**src/rtl/axi_cmd_fifo.sv**
```systemverilog
// Synchronous first-word-fall-through FIFO used for the AW and AR command queues.
module axi_cmd_fifo #(
    parameter int WIDTH = 8,
    parameter int LOG2  = 2
) (
    input  logic             ACLK,
    input  logic             ARESETN,
    input  logic             push,
    input  logic [WIDTH-1:0] din,
    input  logic             pop,
    output logic [WIDTH-1:0] dout,
    output logic             full,
    output logic             empty
);
    localparam int DEPTH = 2 ** LOG2;

    logic [WIDTH-1:0] store [DEPTH];
    logic [LOG2-1:0]  wr_ptr, rd_ptr;
    logic [LOG2:0]    count;
    logic             do_push, do_pop;

    assign full    = (count == (LOG2 + 1)'(DEPTH));
    assign empty   = (count == '0);
    assign do_push = push && !full;
    assign do_pop  = pop && !empty;
    assign dout    = store[rd_ptr];

    always_ff @(posedge ACLK) begin
        if (!ARESETN) begin
            wr_ptr <= '0;
            rd_ptr <= '0;
            count  <= '0;
        end else begin
            if (do_push) wr_ptr <= wr_ptr + 1'b1;
            if (do_pop)  rd_ptr <= rd_ptr + 1'b1;
            case ({do_push, do_pop})
                2'b10:   count <= count + 1'b1;
                2'b01:   count <= count - 1'b1;
                default: count <= count;
            endcase
        end
    end

    always_ff @(posedge ACLK) begin
        if (do_push) store[wr_ptr] <= din;
    end

endmodule

```
**config.mk**
```make
export PLATFORM = sky130hd
export DESIGN_NAME = axi_cmd_fifo
export DESIGN_NICKNAME = d
export VERILOG_FILES = /design/src/rtl/axi_cmd_fifo.sv
export SDC_FILE = /design/constraint.sdc
export NUM_CORES = 1
export LEC_CHECK = 0
export ABC_CLOCK_PERIOD_IN_PS = 2500
export BUFFER_PORTS_ARGS = -buffer_cell sky130_fd_sc_hd__buf_2
export CORE_MARGIN = 3
export CORE_UTILIZATION = 55
export DETAILED_ROUTE_END_ITERATION = 12
export PLACE_DENSITY = 0.77
export SLEW_MARGIN = 20
export SYNTH_ARGS = -nofsm -noshare
export SYNTH_HDL_FRONTEND = slang
export SYNTH_SLANG_ARGS = --single-unit
```
**constraint.sdc**
```tcl
create_clock -name ACLK -period 2.5 [get_ports ACLK]
set_clock_uncertainty 0.15 [all_clocks]
set_input_delay 0.25 -clock ACLK [delete_from_list [all_inputs] [get_ports ACLK]]
set_output_delay 0.25 -clock ACLK [all_outputs]
set_load 0.01 [all_outputs]
```
# After elaboration in Yosys (flattened, before gate mapping)
# Memory sizes are Yosys's and may differ from the RTL's. A register that Yosys moved wholly into a read port is not among the register bits.
# Index checks and enable logic that the tools add are counted.
# word_totals
regBits	7
ram_bits	32
inputBits	12
out_inout_bits	10
elab_cells	22
n_memories	1
# mem_list
name	words	word_bits	read_ports	rd_clocked_by_memory_dff	write_ports	line	text
store	4	8	1	1	1	17	logic [WIDTH-1:0] store [DEPTH];
# classes
add_sub_neg	4
eq_ne	3
n_mux	5
n_reduce_logical	6
# ops
cell	n
case mux 3 bit (2 select lines)	1
adder 2 x 1 -> 2 bit (second input constant)	2
2-to-1 mux 2 bit	2
adder 3 x 1 -> 3 bit (second input constant)	1
equality test 3 bit (second input constant)	1
zero test 3 bit	1
subtractor 3 x 1 -> 3 bit (second input constant)	1
equality test 2 x 1 -> 1 bit (second input constant)	1
equality test 2 bit (second input constant)	1
logical AND 1 bit	2
zero test 1 bit	2
2-to-1 mux 1 bit	2
nonzero test 2 bit	1

# Longest topological paths before layout
# depth
ltp_word	5
mapped_depth	10

# Least setup slack after synthesis
# OpenSTA, ideal clock, no wires.
# synth_path
kind	register to register
start	register count[2]
end	register count[2]
setup_ns	0.070
arrival_time_ns	2.013
path_slack_ns	0.267
stages_incl_launch_ff	11
n_path_buf	1
synth_period_minus_slack_ns	2.233
cell_sequence	dfxtp_1 nor3b_2 nor2b_1 buf_2 inv_2 ha_1 inv_1 fa_1 xor2_1 or3_1 a21boi_1
# synth_between
elab_chain_cells	5
elab_cells_between_ends	12
# synth_rtl
element	line	text
start, declared	19	logic [LOG2:0] count;
start signal, assigned	37	2'b10: count <= count + 1'b1;
start signal, assigned	38	2'b01: count <= count - 1'b1;
start signal, assigned	39	default: count <= count;
equality test 3 bit *	22	assign full = (count == (LOG2 + 1)'(DEPTH));
named net full	12	output logic full,
zero test 1 bit *	24	assign do_push = push && !full;
logical AND 1 bit *	24	
equality test 2 x 1 -> 1 bit or equality test 2 bit (tied branches)	36	case ({do_push, do_pop})
case mux 3 bit (2 select lines) or nonzero test 2 bit (tied branches)	-	
# The timed path passes the listed nets; every way through them passes the cells marked *.
# A chain may end at the register's enable or synchronous reset.

# Worst setup path in the final report
# layout_path
start	register count[2]
end	register count[2]
# layout_between
elab_chain_cells	5
elab_cells_between_ends	12
# layout_rtl
element	line
equality test 3 bit or zero test 3 bit (tied branches)	22, 23
zero test 1 bit (on tied branches)	24, 25
logical AND 1 bit (on tied branches)	24, 25
equality test 2 x 1 -> 1 bit or equality test 2 bit (tied branches)	36
case mux 3 bit (2 select lines) or nonzero test 2 bit (tied branches)	-
# Several ways; a longest one is shown, not always the timed one.

==> results by group <==
Outcome
  – Outcome: complete, no violations

Power and ir drop
  – VDD IR max: 0.000698 V
  – Static leakage: 0.708 nW
  – Pwr dens: 969 nW/um^2
  – Total Power: 1.89 mW

Global routing
  – Largest net degree at the start of global routing: 14
  – Initial antenna violation count: 0
  – Total global routing overflow: 0
  – Vias in the first global route: 868
  – Total track usage: 15.8%
  – Global-route wire length before repair: 3.95 mm

Clocking
  – Clock Tree Root: clkbuf_4
  – Clock Tree Buf Depth: 2
  – Total CTS buffers: 5
  – Clock-pin slew of the registers on the worst-case setup and hold paths: 120 ps
  – CTS sink count: 41
  – CTS resizes: 0
  – Clock latency on the worst-skew pair: 330 ps
  – Htree depth: 2
  – CTS tree: yes

Floorplan
  – Std-Cell Rows: 19
  – Initial Utilization: 58.6%
  – Die W: 60.7 um
  – Core area: 2810 um^2
  – Die area: 3680 um^2
  – Ports: 22
  – Die height: 60.7 um

Worst setup path
  – CP max-delay cell: dfxtp_1
  – CP Launch Type: flop
  – Required @ worst endpoint: 2620 ps
  – Largest fanout on the critical path: 7
  – Cell chain of the critical path: nor3b_2 -> nor2b_1 -> inv_2 -> ha_1 -> inv_1 -> fa_1 -> xor2_1 -> or3_1 -> a21boi_1
  – Critical path type: flop to flop
  – CP Capture Type: flop
  – Max stage delay on crit path: 390 ps
  – Worst Path Buf+Inv: 2
  – CP top delay family: simple AND/OR/NAND/NOR gates
  – CP arrival: 2420 ps

Synthesis
  – Synth cell types: 21
  – Yosys reg bits: 41
  – Post-Synthesis Cells: 96
  – EDFF count, synth: 32
  – Leading area contributor after synthesis: edfxtp_1
  – Async S/R FF share, synth: 0%
  – Post-Syn Area per Cell: 17.1 um^2
  – Syn. warnings: 0
  – Cell Area, Synth: 1640 um^2
  – Ys flop type: edfxtp_1
  – Top cells by area, synth: edfxtp_1, dfxtp_1, mux4_2
  – Synth top area share: 58.4%
  – Sequential share of the synthesized area: 69.4%
  – Most numerous cell in the Yosys netlist: edfxtp_1
  – Syn_nets: 114
  – Synth cell count leaders: edfxtp_1, dfxtp_1, mux4_2

Detailed routing
  – # DRC: 0
  – Post-detailed-route count of antenna-violating nets: 0
  – Vias per inst: 5.29
  – 1st-iter DRT viols: 12
  – Final WL: 2.54 mm
  – 1st-pass router iterations: 4
  – DR vias: 847
  – DR WL/cell: 15.9 um

Timing
  – Final setup margin: 200 ps
  – Slew margin rel.: 64.2%
  – Tcrit/Tclk final: 92.0%
  – Sum Neg Setup Slack: 0 ps
  – Final setup viols: 0
  – Unrepaired setup endpoints after global routing: no
  – Slew @ Worst Pin: 536 ps
  – Fin. Hold Viols: 0
  – Slew Viols, Final: 0
  – Fmax: 435 MHz
  – Fin crit period: 2300 ps

Min path
  – Min-Delay Path Class: primary input to flop

Placed design
  – Worst slack at placement: 225 ps
  – Inst Count DP: 144
  – IO buf count: 21
  – Gpl congestion: 0.750
  – HPWL after detailed placement: 1.73 mm

Finish
  – Ratio of cells with drive above 1 in the final layout: 31.0%
  – # nets final: 146
  – Area Growth Syn to Fin: 18.8%
  – Non-filler instance count after layout: 160
  – ANT cells: 0

Run
  – Max Cap Viol: 0
-- flip-flops by register name, summed over array words and instances (netlist names), named ones only --
signal,cells
rd_ptr,2
wr_ptr,2
store,32
count,3
-- worst min-delay path: stages --
cell and delay (ps):
buf_2 110, nand4bb_1 110, o21ai_0 80
-- cells in the final DEF (no fill, tap or decap), types with 2 or more instances in the layout --
| cell | n |
|---|---|
| a21boi_1 | 2 |
| and2_1 | 6 |
| buf_2 | 21 |
| bufinv_16 | 2 |
| clkbuf_4 | 5 |
| dfxtp_1 | 9 |
| dlygate4sd3_1 | 8 |
| edfxtp_1 | 32 |
| ha_1 | 5 |
| inv_1 | 5 |
| mux2i_1 | 2 |
| mux4_2 | 8 |
| nand2_1 | 7 |
| nor2b_1 | 2 |
| o21ai_0 | 5 |
| or3_1 | 2 |
-- area by class of cell --
class	count	area [um^2]
fillers	196	852
repair buffers	29	185
multi-input cells	45	463
clock inverters	3	65.1
inverters	6	22.5
clock buffers	5	37.5
flip-flops and latches	41	1140
well taps	31	38.8
-- power breakdown --
| group | leakage, nW | internal [mW] | switching, mW | total [mW] |
|---|---|---|---|---|
| registers | 0.367 | 0.833 | 0.0849 | 0.918 |
| clock network | 0.0552 | 0.310 | 0.206 | 0.515 |
| logic | 0.285 | 0.243 | 0.217 | 0.460 |
-- cell families (layout without fill, tap and decap cells) --
kind of cell / after synthesis / in the layout / share of synthesized area (%)
buffers and inverters: 10 / 43 / 2.44
multiplexers: 10 / 10 / 12.2
AND/OR/NAND/NOR: 20 / 20 / 7.46
flip-flops: 41 / 41 / 69.4
AO/OA/AOI/OAI: 7 / 7 / 2.43
adder cells (fa/ha/maj): 6 / 6 / 5.02
XOR/XNOR: 2 / 2 / 1.07
-- metrics by stage --
step	util (%)	instance area [um^2]	hold slack, ps
5_1_grt	69.6	1950	75.6
4_1_cts	69.6	1950	69.1
3_5_place_dp	63.1	1770	323
3_3_place_gp	63.1	1770	313
6_report	69.6	1950	85.5
2_1_floorplan	-	1640	199
-- path summary, 6_finish.rpt --
kind	to	slack (ps)	from	cells past startpoint
max	count[2]$_SDFFE_PN0P_	200	count[2]$_SDFFE_PN0P_	9
min	rd_ptr[0]$_SDFFE_PN0P_	90	pop	3
min reg2reg	rd_ptr[1]$_SDFFE_PN0P_	360	rd_ptr[1]$_SDFFE_PN0P_	2
max reg2reg	count[2]$_SDFFE_PN0P_	200	count[2]$_SDFFE_PN0P_	9
-- metal layers --
metal	vias up	routed length [um]	track usage (%)	part of all wire, %
li1	419	-	-	-
met4	0	31	5.57	1.2
met5	-	0	0	0
met3	4	101	5.96	4.0
met2	20	1330	26.7	52
met1	404	1080	18.5	43
-- repair_timing --
item / 4_1_cts / 5_1_grt
hold endpoints to repair: 32 / 0
endpoints found under the setup margin: 0 / 0
hold buffers: 8 / 0
setup buffers: 0 / 0
No activity file was read; power rests on OpenSTA's default activity.
